### src/rtl/oam_pkg.sv
// Shared types and helpers for the OAM level sequencer.
package oam_pkg;

  typedef enum logic [1:0] {
    StIdle,
    StRun,
    StDone
  } oam_state_e;

  localparam int unsigned DEF_MANTISSA_WIDTH = 23;
  localparam int unsigned ACC_W = 2 * DEF_MANTISSA_WIDTH + 4;

  // Accumulator width for an m-bit mantissa.
  function automatic int unsigned acc_width(int unsigned m);
    return 2 * m + 4;
  endfunction

  // Left shift that aligns row j of an m-bit mantissa product.
  function automatic int unsigned row_shift(int unsigned m, int unsigned j);
    return m - 2 * j + 1;
  endfunction

endpackage

### src/rtl/oam_pp_row.sv
// Combinational partial-product row generator for one level j (1-based, x[1] is the MSB).
module oam_pp_row #(
  parameter int unsigned MANTISSA_WIDTH = 23,
  parameter int unsigned LVL_W          = 4
) (
  input  logic [MANTISSA_WIDTH-1:0] x,
  input  logic [MANTISSA_WIDTH-1:0] y,
  input  logic [LVL_W-1:0]          j,
  output logic [MANTISSA_WIDTH-1:0] ppx,
  output logic [MANTISSA_WIDTH-1:0] ppy
);

  localparam int unsigned M = MANTISSA_WIDTH;

  logic [M-1:0] sel;
  logic [M-1:0] mask;
  logic         xj;
  logic         yj;

  // sel marks bit j (vector bit M-j); mask keeps the bits strictly below it.
  always_comb begin
    sel  = '0;
    mask = '0;
    xj   = 1'b0;
    yj   = 1'b0;
    ppx  = '0;
    ppy  = '0;
    if ((j != '0) && (32'(j) <= M)) begin
      sel  = M'(1) << (M - 32'(j));
      mask = sel - M'(1);
      xj   = |(x & sel);
      yj   = |(y & sel);
      ppx  = ((xj ? y : ~y) & mask) | ((xj ~^ yj) ? sel : '0);
      ppy  = (yj ? x : ~x) & mask;
    end
  end

endmodule

### src/rtl/oam_level_sequencer.sv
// Multi-cycle OAM L1 approximate mantissa multiplier: one partial-product row per cycle.
module oam_level_sequencer
  import oam_pkg::*;
#(
  parameter int unsigned MANTISSA_WIDTH = 23,
  parameter int unsigned MAX_LEVEL      = 9,
  parameter int unsigned LVL_W          = 4
) (
  input  logic                          clk,
  input  logic                          rst,
  input  logic                          in_valid,
  output logic                          in_ready,
  input  logic [MANTISSA_WIDTH-1:0]     in_x,
  input  logic [MANTISSA_WIDTH-1:0]     in_y,
  input  logic [LVL_W-1:0]              in_level,
  output logic                          out_valid,
  input  logic                          out_ready,
  output logic [2*MANTISSA_WIDTH+3:0]   out_acc,
  output logic [LVL_W-1:0]              out_level,
  output logic                          busy
);

  localparam int unsigned M    = MANTISSA_WIDTH;
  localparam int unsigned AccW = 2 * MANTISSA_WIDTH + 4;

  // Rows beyond (M+1)/2 would need a negative alignment shift.
  if ((MAX_LEVEL > (MANTISSA_WIDTH + 1) / 2) || ((1 << LVL_W) <= MAX_LEVEL)) begin : g_param_check
    $error("oam_level_sequencer: MAX_LEVEL/LVL_W out of range");
  end

  oam_state_e      state_q, state_d;
  logic [M-1:0]    x_q, x_d;
  logic [M-1:0]    y_q, y_d;
  logic [LVL_W-1:0] n_q, n_d;
  logic [LVL_W-1:0] j_q, j_d;
  logic [AccW-1:0] acc_q, acc_d;

  logic [M-1:0]     ppx;
  logic [M-1:0]     ppy;
  logic [AccW-1:0]  row_sum;
  logic [LVL_W-1:0] lvl_clamped;

  oam_pp_row #(
    .MANTISSA_WIDTH (M),
    .LVL_W          (LVL_W)
  ) u_pp_row (
    .x   (x_q),
    .y   (y_q),
    .j   (j_q),
    .ppx (ppx),
    .ppy (ppy)
  );

  assign row_sum     = AccW'(ppx) + AccW'(ppy);
  assign lvl_clamped = (32'(in_level) > MAX_LEVEL) ? LVL_W'(MAX_LEVEL) : in_level;

  assign in_ready  = (state_q == StIdle);
  assign out_valid = (state_q == StDone);
  assign busy      = (state_q != StIdle);
  assign out_acc   = acc_q;
  assign out_level = n_q;

  // Next-state, operand capture and row accumulation.
  always_comb begin
    state_d = state_q;
    x_d     = x_q;
    y_d     = y_q;
    n_d     = n_q;
    j_d     = j_q;
    acc_d   = acc_q;
    unique case (state_q)
      StIdle: begin
        if (in_valid) begin
          x_d     = in_x;
          y_d     = in_y;
          n_d     = lvl_clamped;
          j_d     = LVL_W'(1);
          acc_d   = '0;
          state_d = (lvl_clamped == '0) ? StDone : StRun;
        end
      end
      StRun: begin
        acc_d = acc_q + (row_sum << row_shift(M, 32'(j_q)));
        if (j_q == n_q) begin
          state_d = StDone;
        end else begin
          j_d = j_q + LVL_W'(1);
        end
      end
      StDone: begin
        if (out_ready) begin
          state_d = StIdle;
        end
      end
      default: state_d = StIdle;
    endcase
  end

  // State and datapath registers; reset discards any partial result.
  always_ff @(posedge clk) begin
    if (rst) begin
      state_q <= StIdle;
      x_q     <= '0;
      y_q     <= '0;
      n_q     <= '0;
      j_q     <= '0;
      acc_q   <= '0;
    end else begin
      state_q <= state_d;
      x_q     <= x_d;
      y_q     <= y_d;
      n_q     <= n_d;
      j_q     <= j_d;
      acc_q   <= acc_d;
    end
  end

endmodule

### config.mk
export PLATFORM = sky130hd
export DESIGN_NAME = oam_level_sequencer
export DESIGN_NICKNAME = d
export VERILOG_FILES = /design/src/rtl/oam_pkg.sv /design/src/rtl/oam_pp_row.sv /design/src/rtl/oam_level_sequencer.sv
export SDC_FILE = /design/constraint.sdc
export NUM_CORES = 1
export LEC_CHECK = 0
export BUFFER_PORTS_ARGS = -buffer_cell sky130_fd_sc_hd__buf_2
export CORE_MARGIN = 2
export CORE_UTILIZATION = 45
export CTS_CLUSTER_DIAMETER = 80
export DETAILED_ROUTE_END_ITERATION = 6
export GPL_ROUTABILITY_DRIVEN = 0
export GPL_TIMING_DRIVEN = 0
export PLACE_DENSITY = 0.67
export SETUP_SLACK_MARGIN = 0.15
export SYNTH_ARGS = -nofsm -noshare
export SYNTH_HDL_FRONTEND = slang
export SYNTH_SLANG_ARGS = --single-unit
### constraint.sdc
create_clock -name clk -period 11.5 [get_ports clk]
set_input_delay 2.3 -clock clk [delete_from_list [all_inputs] [get_ports clk]]
set_output_delay 2.3 -clock clk [all_outputs]
set_load 0.02 [all_outputs]
[After elaboration in Yosys (flattened, before gate mapping)]
Cells that the tools add are included.
Storage, ports and cells
  input bits: 54
  output and inout port bits: 57
  flip-flop bits (word level): 106
  logic and storage cells: 58
Operators by class
  $add $sub $neg: 7
  shifts and indexed selects: 2
  reduce and logical (&&, ||, !) cells: 11
  eq/ne operators: 7
  order comparisons: 1
  muxes and demuxes: 16
  bitwise operators: 8
Operators by type and width (count)
  2-to-1 mux 23 bit: 5
  one-hot mux 50 bit (2 select lines): 1
  AND 23 bit: 4
  adder 50 bit: 1
  2-to-1 mux 50 bit: 1
  << shifter 24 x 32 -> 50 bit: 1
  NOT 23 bit: 2
  OR reduction 23 bit: 2
  << shifter 1 x 32 -> 23 bit, first input constant: 1
  adder 23 x 23 -> 24 bit: 1
  OR 23 bit: 1
  subtractor 23 x 1 -> 23 bit, second input constant: 1
  2-to-1 mux 4 bit: 3
  2-to-1 mux 2 bit: 4
  one-hot mux 4 bit (2 select lines): 1
  adder 6 x 2 -> 7 bit, second input constant: 1
  inequality test 2 bit, second input constant: 3
  one-hot mux 2 bit (3 select lines): 1
  AND reduction 3 bit: 2
  subtractor 5 x 4 -> 6 bit, first input constant: 1
  subtractor 5 x 5 -> 6 bit, first input constant: 1
  adder 4 x 1 -> 4 bit, second input constant: 1
  equality test 4 bit: 1
  greater-than comparator 4 bit, second input constant: 1
  9 further kinds: 11

[Longest topological paths before layout]
Gate-level depths: netlist of the first run.
  word-level depth: 12
  gate-level depth with buffers: 42
  depth with buffers taken out: 37

[Modules after synthesis]
A second synthesis of the first run with hierarchy kept.
Unflattened totals
  cell total of the unflattened synthesis: 1445
  area, all modules: 10563.9 um^2
By module, submodules not included
  oam_level_sequencer: seq. area each 2122.0 um^2, area an instance 9182.6 um^2, instances 1, cells each 1239
  oam_pp_row: seq. area each 0.0 um^2, area an instance 1381.3 um^2, instances 1, cells each 206

[Least setup slack after synthesis of the first run]
Ideal clock, no wire load.
  path type: reg2reg
  start: register j_q[0]
  end: register acc_q[47] (netlist: out_acc[47])
  setup slack: 3.473 ns
  setup time: 0.117 ns
  arrival time: 7.910 ns
  cell stages (with the launch flop): 39
  buffers on the path: 4
  required time: 11.383 ns
  clock period less this slack: 8.027 ns
  cells stage by stage: dfxtp_1 > buf_2 > inv_2 > clkbuf_1 > ha_1 > ha_1 > clkbuf_1 > nor2b_1 > a22o_1 > a21oi_1 > nand4_1 > clkbuf_1 > xor2_1 > nor2_1 > ha_1 > fa_1 > a21o_1 > a21oi_2 > (+3 left out) > xnor2_1 > mux2_2 > a221oi_2 > nand2_1 > a32oi_1 > nor2_1 > ha_1 > a21o_1 > a21o_1 > a211oi_1 > nand4_1 > o21ai_1 > o21a_1 > o21ai_1 > a31o_2 > a41oi_1 > xnor2_1 > a22o_1
On the way
  longest elaborated chain between the ends: 12
  elaborated cells between the ends (all ways): 23
  those cells by class: add/sub: 6; shift: 2; mux: 6; bitwise: 6; reduce/logical: 3
Ends and longest elaborated chain
  start, declared: line oam_level_sequencer.sv:35  | logic [LVL_W-1:0] j_q, j_d;
  start signal, assigned: line oam_level_sequencer.sv:113  | j_q <= j_d;
  branches (longest 9 deep; another with adder 23 x 23 -> 24 bit)
  << shifter 24 x 32 -> 50 bit (*): line oam_level_sequencer.sv:83  | acc_d = acc_q + (row_sum << row_shift(M, 32'(j_q)));
  adder 50 bit (*): line oam_level_sequencer.sv:83
  one-hot mux 50 bit (2 select lines) (*): line oam_level_sequencer.sv:71  | unique case (state_q)
  end signal, assigned: line oam_level_sequencer.sv:107  | acc_q <= '0;
  end signal, assigned: line oam_level_sequencer.sv:114  | acc_q <= acc_d;
  end, declared: line oam_level_sequencer.sv:36  | logic [AccW-1:0] acc_q, acc_d;
Every way passes the cells marked *.
A chain may end at the register's enable or synchronous reset.

[Final worst setup path of the first run]
  start: register j_q[0]
  end: register acc_q[48] (netlist: out_acc[48])
The elaborated chain is that of the path after synthesis.

==> impl_metrics.prom, run 1 <==
# TYPE chip_impl_metric gauge
chip_impl_metric{name="rr_worst_depth",unit=""} 37
chip_impl_metric{name="synth-seq-cells",unit=""} 106
chip_impl_metric{name="grt_pass1_vias",unit=""} 10644
chip_impl_metric{name="detailed_place_hpwl",unit="mm"} 27.98
chip_impl_info{name="synth.top_cells.by_count",value="193 x nand2_1, 167 x nor2_1, 156 x a21oi_1"} 1
chip_impl_info{name="grt_setup_unrepaired",value="false"} 1
chip_impl_info{name="worstHoldPathType",value="flip-flop to flip-flop"} 1
chip_impl_info{name="cts-root-buf",value="clkbuf_16"} 1
chip_impl_metric{name="slew_viol_final",unit=""} 0
chip_impl_metric{name="insertion_delay",unit="ps"} 380
chip_impl_metric{name="period_needed",unit="ps"} 10210
chip_impl_metric{name="wirelength",unit="mm"} 35.19
chip_impl_metric{name="worst-endpoint-arrival",unit="ps"} 10470
chip_impl_info{name="cts_tree",value="yes"} 1
chip_impl_info{name="timing.rr.end",value="out_acc[48]$_SDFFE_PP0P_"} 1
chip_impl_metric{name="portBuffers",unit=""} 109
chip_impl_metric{name="holdPathStages",unit=""} 2
chip_impl_metric{name="netlist.area_leader.share",unit="%"} 19.46
chip_impl_metric{name="clock_path_buffers",unit=""} 2
chip_impl_metric{name="cts_hold_buf",unit=""} 0
chip_impl_metric{name="floorplan.die_area",unit="sq um"} 25500
chip_impl_metric{name="synthesis.area",unit="sq um"} 10910
chip_impl_metric{name="hold_violations",unit=""} 0
chip_impl_metric{name="synth_sequential_area_ratio",unit="%"} 19.46
chip_impl_metric{name="sw_frac_of_total",unit="%"} 49.76
chip_impl_metric{name="n_antenna_cell",unit=""} 0
chip_impl_metric{name="synth.net_count",unit=""} 1644
chip_impl_metric{name="routed_via_density",unit=""} 6.001
chip_impl_metric{name="cp_data_required_time",unit="ps"} 11760
chip_impl_metric{name="htree_num_levels",unit=""} 3
chip_impl_metric{name="tightestPinTransition",unit="ps"} 851.6
chip_impl_metric{name="report.final.setup_viol",unit=""} 0
chip_impl_metric{name="starting_density_of_the_core",unit="%"} 46.18
chip_impl_metric{name="post_drt_wl_per_cell",unit="um"} 18.06
chip_impl_metric{name="cts.repair_timing.setup_buffer_count",unit=""} 0
chip_impl_metric{name="synthesis.area_per_instance",unit="sq um"} 7.251
chip_impl_metric{name="post_synth_num_cell_types",unit=""} 91
chip_impl_metric{name="slew-limit-headroom",unit="%"} 42.63
chip_impl_metric{name="globalRouteTotalUtil",unit="%"} 26.99
chip_impl_info{name="min_delay_worst_endpoint",value="x_q[4]$_SDFFE_PP0P_"} 1
chip_impl_info{name="holdCritStartpoint",value="x_q[4]$_SDFFE_PP0P_"} 1
chip_impl_metric{name="final_net_count",unit=""} 1764
chip_impl_metric{name="dr.first_iter.drc_count",unit=""} 1243
chip_impl_info{name="outcome",value="complete, no violations"} 1
chip_impl_metric{name="clock.fmax",unit="MHz"} 97.99
chip_impl_info{name="path_class",value="flip-flop to flip-flop"} 1
chip_impl_info{name="synth.largest_area_cell",value="dfxtp_1"} 1
chip_impl_metric{name="wire_length_of_the_first_global_routing_pass",unit="mm"} 56.55
chip_impl_metric{name="internal-power",unit="uW"} 994.2
chip_impl_info{name="postSynth.topFlopCell",value="dfxtp_1"} 1
chip_impl_metric{name="vdd_drop_max",unit="uV"} 79.07
chip_impl_info{name="setup.worst_path.end_class",value="flip-flop"} 1
chip_impl_metric{name="pin_count",unit=""} 111
chip_impl_metric{name="hold_ws",unit="ps"} 470.4
chip_impl_metric{name="residual_overflow_from_global_routing",unit=""} 0
chip_impl_metric{name="power.static_leakage",unit="nW"} 5.586
chip_impl_metric{name="core_region_area",unit="sq um"} 23610
chip_impl_metric{name="cts_inserted_buffers",unit=""} 9
chip_impl_metric{name="final.setup_skew",unit="ps"} 14.43
chip_impl_info{name="ys_top_cells_by_area",value="dfxtp_1 19%, ha_1 9.6%, a21oi_1 7.2%, nand2_1 6.6%, xnor2_1 6.3%"} 1
chip_impl_metric{name="antenna_found_initial",unit=""} 0
chip_impl_metric{name="cp_slowest_stage_delay",unit="ps"} 650
chip_impl_metric{name="die_h",unit="um"} 159.7
chip_impl_info{name="timing.critical_path.slowest_stage_cell",value="a2111oi_2"} 1
chip_impl_metric{name="grt_start_max_net_pins",unit=""} 22
chip_impl_metric{name="power.net_switching",unit="uW"} 984.7
chip_impl_metric{name="aggregate_negative_setup_slack",unit="ps"} 0
chip_impl_info{name="yosys.cell_count.top_type",value="nand2_1"} 1
chip_impl_metric{name="maxCapViolations",unit=""} 0
chip_impl_metric{name="p_clk_share",unit="%"} 16.5
chip_impl_metric{name="number_of_flops_mapped_to_enable_cells_by_yosys",unit=""} 0
chip_impl_metric{name="postSynthCellCount",unit=""} 1504
chip_impl_metric{name="site_row_count",unit=""} 56
chip_impl_metric{name="dr_total_vias",unit=""} 11690
chip_impl_metric{name="critical_path.max_fanout",unit=""} 11
chip_impl_metric{name="remaining_number_of_nets_flagged_by_the_antenna_check_after_routing",unit=""} 0
chip_impl_metric{name="min_period_over_period",unit="%"} 88.74
chip_impl_metric{name="clk_pin_slew_worst_paths",unit="ps"} 80
chip_impl_metric{name="firstDrtPassIters",unit=""} 6
chip_impl_metric{name="flow.area_growth_from_synthesis",unit="%"} 11.54
chip_impl_metric{name="drt_drc_violations_left",unit=""} 0
chip_impl_info{name="regToRegStartpoint",value="j_q[0]$_SDFFE_PP0P_"} 1
chip_impl_metric{name="share_seq_of_total_power",unit="%"} 21.7
chip_impl_metric{name="regToRegSetupSlack",unit="ps"} 1290
chip_impl_info{name="timing.critical_path.from_type",value="flip-flop"} 1
chip_impl_metric{name="synth.yosys.warnings",unit=""} 0
chip_impl_metric{name="power.density_cell_area",unit="nW/um^2"} 162.7
chip_impl_metric{name="synthArstFlopShare",unit="%"} 0
chip_impl_metric{name="drive_gt1_share",unit="%"} 11.66
chip_impl_metric{name="die_x",unit="um"} 159.7
chip_impl_metric{name="cts_num_sinks",unit=""} 106
chip_impl_metric{name="cts-resized-gates",unit=""} 0
chip_impl_metric{name="share_comb_of_total_power",unit="%"} 61.8
layout by cell type (no fill, tap or decap), drive strengths merged, types with 18 or more instances in the layout:
cell    synthesis  layout
nand2         193     193
a22o           19      19
a21o           55      55
nor2          167     167
nand3          34      34
ha             84      84
nand2b         18      18
dfxtp         106     106
a21oi         158     158
buf            22     131
xor2           50      50
a31oi          25      25
clkbuf         73      82
o21ai          59      59
xnor2          79      79
nor3           36      36
o22ai          21      21
o21a           18      18
a211oi         18      18
inv            24      29
a22oi          36      36
state kept, by name, indices dropped and copies added (netlist names):
| register | cells |
|---|---|
| j_q | 4 |
| state_q | 2 |
| out_acc | 50 |
| x_q | 23 |
| out_level | 4 |
| y_q | 23 |
worst max path at each step:
stage,startpoint,endpoint,slack (ps),cells after the start
detailed placement,j_q[0]$_SDFFE_PP0P_,out_acc[48]$_SDFFE_PP0P_,1620,37
finish,j_q[0]$_SDFFE_PP0P_,out_acc[48]$_SDFFE_PP0P_,1290,37
floorplan,j_q[0]$_SDFFE_PP0P_,out_acc[47]$_SDFFE_PP0P_,3470,38
global placement,j_q[0]$_SDFFE_PP0P_,out_acc[48]$_SDFFE_PP0P_,1690,37
global route,j_q[0]$_SDFFE_PP0P_,out_acc[48]$_SDFFE_PP0P_,560,37
CTS,j_q[0]$_SDFFE_PP0P_,out_acc[48]$_SDFFE_PP0P_,1580,37
layer usage:
layer	vias to the layer above	wire (um)	global-route usage (%)
met1	5386	16730	39.54
met4	0	523	5.826
met3	54	3238	5.221
li1	5694	-	-
met5	-	0	0
met2	556	14690	40.83
layout make-up:
type,instances,area (sq um)
Clock inverter,7,81.33
Tap cell,319,399.1
Buffer,95,376.6
Sequential cell,106,2122
Inverter,24,90.09
Multi-Input combinational cell,1279,8324
Timing Repair Buffer,109,545.5
Clock buffer,9,225.2
Fill cell,2406,11450
cell families after synthesis:
logic type               synth area share, %
AO/OA/AOI/OAI                          30.51
XOR/XNOR                               10.43
adder cells (fa/ha/maj)                10.00
buffers and inverters                  4.280
flip-flops                             19.46
multiplexers                           2.031
other                                0.06886
AND/OR/NAND/NOR                        23.22
metrics by stage:
step	utilization, %	total power, mW	setup WS, ps	std cells	cell area [sq um]
floorplan	-	1.318	3473	1504	10910
global route	51.52	2.118	556.0	1948	12160
detailed placement	50.19	1.619	1620	1932	11850
global placement	50.19	1.612	1691	1932	11850
finish	51.52	1.979	1294	1948	12160
CTS	51.48	1.952	1579	1948	12160
worst max-delay path: cells and delay by family (launching register included):
kind                     cells  cell delay, ps
flip-flops                   1             330
AND/OR/NAND/NOR              9            1790
buffers and inverters        7            2240
XOR/XNOR                     1             480
adder cells (fa/ha/maj)      4             870
AO/OA/AOI/OAI               16            4390
power by group through the flow:
stage          Sequential, mW  Combinational, mW  Clock [mW]
6_report                0.429               1.22       0.327
5_1_grt                 0.433               1.34       0.349
4_1_cts                 0.429               1.19       0.334
3_3_place_gp            0.437               1.18           0
3_5_place_dp            0.437               1.18           0
2_1_floorplan           0.445              0.874           0
Power figures use the tool's default switching activity.
==> run 2, diff against run 1 <==
Settings changed: RECOVER_POWER set to 25.
==> impl_metrics.prom, run 2 (synthesized netlist as in run 1, its figures left out) <==
# TYPE chip_impl_metric gauge
chip_impl_metric{name="pin_count",unit=""} 111
chip_impl_metric{name="tightestPinTransition",unit="ps"} 877.9
chip_impl_metric{name="die_x",unit="um"} 159.7
chip_impl_metric{name="post_drt_wl_per_cell",unit="um"} 18.08
chip_impl_metric{name="drt_drc_violations_left",unit=""} 0
chip_impl_metric{name="firstDrtPassIters",unit=""} 5
chip_impl_metric{name="clock.fmax",unit="MHz"} 97.42
chip_impl_info{name="timing.critical_path.from_type",value="flip-flop"} 1
chip_impl_metric{name="globalRouteTotalUtil",unit="%"} 26.99
chip_impl_info{name="regToRegStartpoint",value="j_q[0]$_SDFFE_PP0P_"} 1
chip_impl_metric{name="clock_path_buffers",unit=""} 2
chip_impl_metric{name="routed_via_density",unit=""} 5.997
chip_impl_metric{name="aggregate_negative_setup_slack",unit="ps"} 0
chip_impl_metric{name="slew-limit-headroom",unit="%"} 40.85
chip_impl_metric{name="maxCapViolations",unit=""} 0
chip_impl_metric{name="starting_density_of_the_core",unit="%"} 46.18
chip_impl_metric{name="vdd_drop_max",unit="uV"} 79.05
chip_impl_metric{name="grt_pass1_vias",unit=""} 10644
chip_impl_metric{name="cts_num_sinks",unit=""} 106
chip_impl_metric{name="regToRegSetupSlack",unit="ps"} 1230
chip_impl_metric{name="n_antenna_cell",unit=""} 0
chip_impl_metric{name="cts-resized-gates",unit=""} 0
chip_impl_info{name="holdCritStartpoint",value="x_q[4]$_SDFFE_PP0P_"} 1
chip_impl_info{name="min_delay_worst_endpoint",value="x_q[4]$_SDFFE_PP0P_"} 1
chip_impl_metric{name="remaining_number_of_nets_flagged_by_the_antenna_check_after_routing",unit=""} 0
chip_impl_metric{name="power.static_leakage",unit="nW"} 5.459
chip_impl_metric{name="layout.cell_area.non_filler",unit="sq um"} 12130
chip_impl_metric{name="drive_gt1_share",unit="%"} 9.761
chip_impl_metric{name="wirelength",unit="mm"} 35.22
chip_impl_metric{name="final_net_count",unit=""} 1764
chip_impl_metric{name="antenna_found_initial",unit=""} 0
chip_impl_info{name="outcome",value="complete, no violations"} 1
chip_impl_metric{name="hold_violations",unit=""} 0
chip_impl_metric{name="site_row_count",unit=""} 56
chip_impl_metric{name="dr_total_vias",unit=""} 11682
chip_impl_metric{name="report.final.setup_viol",unit=""} 0
chip_impl_metric{name="clk_pin_slew_worst_paths",unit="ps"} 80
chip_impl_metric{name="insertion_delay",unit="ps"} 370
chip_impl_info{name="timing.rr.end",value="out_acc[48]$_SDFFE_PP0P_"} 1
chip_impl_metric{name="floorplan.die_area",unit="sq um"} 25500
chip_impl_metric{name="portBuffers",unit=""} 109
chip_impl_metric{name="cp_slowest_stage_delay",unit="ps"} 650
chip_impl_metric{name="cts_hold_buf",unit=""} 0
chip_impl_info{name="path_class",value="flip-flop to flip-flop"} 1
chip_impl_info{name="timing.critical_path.slowest_stage_cell",value="a2111oi_2"} 1
chip_impl_metric{name="worst-endpoint-arrival",unit="ps"} 10520
chip_impl_metric{name="register_area",unit="sq um"} 2122
chip_impl_metric{name="holdPathStages",unit=""} 2
chip_impl_info{name="cts_tree",value="yes"} 1
chip_impl_metric{name="flow.area_growth_from_synthesis",unit="%"} 11.20
chip_impl_metric{name="grt_start_max_net_pins",unit=""} 22
chip_impl_info{name="grt_setup_unrepaired",value="false"} 1
chip_impl_metric{name="largest_register_ff_count",unit=""} 50
chip_impl_metric{name="cp_data_required_time",unit="ps"} 11760
chip_impl_metric{name="p_total",unit="mW"} 1.975
chip_impl_metric{name="rr_worst_depth",unit=""} 37
chip_impl_metric{name="multi_input_comb_area",unit="sq um"} 8324
chip_impl_metric{name="power.density_cell_area",unit="nW/um^2"} 162.9
chip_impl_metric{name="slew_viol_final",unit=""} 0
chip_impl_info{name="setup.worst_path.end_class",value="flip-flop"} 1
chip_impl_info{name="most-common-layout-cells",value="193 x nand2_1, 167 x nor2_1, 156 x a21oi_1, 106 x dfxtp_1, 103 x clkbuf_1"} 1
chip_impl_metric{name="cts.repair_timing.setup_buffer_count",unit=""} 0
chip_impl_info{name="cts-root-buf",value="clkbuf_16"} 1
chip_impl_metric{name="residual_overflow_from_global_routing",unit=""} 0
chip_impl_metric{name="period_needed",unit="ps"} 10270
chip_impl_metric{name="critical_path.max_fanout",unit=""} 11
chip_impl_metric{name="die_h",unit="um"} 159.7
chip_impl_metric{name="nFillCells",unit=""} 2427
chip_impl_metric{name="core_region_area",unit="sq um"} 23610
chip_impl_metric{name="min_period_over_period",unit="%"} 89.26
chip_impl_metric{name="placement.cell_area",unit="sq um"} 11850
chip_impl_metric{name="wire_length_of_the_first_global_routing_pass",unit="mm"} 56.55
chip_impl_info{name="mostFrequentLayoutCell",value="nand2_1"} 1
chip_impl_metric{name="final.setup_skew",unit="ps"} 14.29
chip_impl_metric{name="detailed_place_hpwl",unit="mm"} 27.98
chip_impl_info{name="worstHoldPathType",value="flip-flop to flip-flop"} 1
chip_impl_metric{name="dr.first_iter.drc_count",unit=""} 1199
chip_impl_metric{name="cts_inserted_buffers",unit=""} 9
chip_impl_metric{name="htree_num_levels",unit=""} 3
[run 2: per-layer routing]
| metal | part of all wire, % | GRT usage [%] |
|---|---|---|
| met5 | 0 | 0 |
| met3 | 9.4 | 5.221 |
| met1 | 47 | 39.54 |
| met4 | 1.5 | 5.826 |
| met2 | 42 | 40.83 |
[run 2: how the worst max path moves through the flow]
| stage | to | slack [ps] | startpoint | depth (start not counted) |
|---|---|---|---|---|
| final | out_acc[48]$_SDFFE_PP0P_ | 1230 | j_q[0]$_SDFFE_PP0P_ | 37 |
| after CTS | out_acc[48]$_SDFFE_PP0P_ | 1580 | j_q[0]$_SDFFE_PP0P_ | 37 |
| after floorplan | out_acc[47]$_SDFFE_PP0P_ | 3470 | j_q[0]$_SDFFE_PP0P_ | 38 |
| after global routing | out_acc[48]$_SDFFE_PP0P_ | 430 | j_q[0]$_SDFFE_PP0P_ | 37 |
| after detailed placement | out_acc[48]$_SDFFE_PP0P_ | 1620 | j_q[0]$_SDFFE_PP0P_ | 37 |
| after global placement | out_acc[48]$_SDFFE_PP0P_ | 1690 | j_q[0]$_SDFFE_PP0P_ | 37 |
[run 2: area by class of cell]
type | count | share of cell area, %
multi-input combinational | 1279 | 68.64
sequential | 106 | 17.50
timing repair buffer | 109 | 4.189
tap | 319 | 3.291
buffer | 95 | 3.106
clock buffer | 9 | 1.857
inverter | 24 | 0.7429
clock inverter | 7 | 0.6707
[run 2: through the flow]
| step | cells | hold WS [ps] | worst slack (ps) | utilization [%] |
|---|---|---|---|---|
| after global routing | 1948 | 490.4 | 426.2 | 51.36 |
| after floorplan | 1504 | 448.1 | 3473 | - |
| final | 1948 | 469.7 | 1235 | 51.36 |
| after detailed placement | 1932 | 460.1 | 1620 | 50.19 |
| after CTS | 1948 | 472.7 | 1579 | 51.48 |
| after global placement | 1932 | 456.0 | 1691 | 50.19 |
[run 2: power breakdown]
part | switching, mW | total [mW] | internal [mW] | leakage, nW
combinational | 0.782 | 1.22 | 0.438 | 4.44
sequential | 0.0318 | 0.430 | 0.398 | 0.863
clock | 0.169 | 0.326 | 0.157 | 0.150
[run 2: worst max-delay path, delay by kind of cell (launching register included)]
family	cells	cell delay, ps
flip-flops	1	330
buffers and inverters	7	2340
adder cells (fa/ha/maj)	4	860
XOR/XNOR	1	490
AO/OA/AOI/OAI	16	4320
AND/OR/NAND/NOR	9	1790
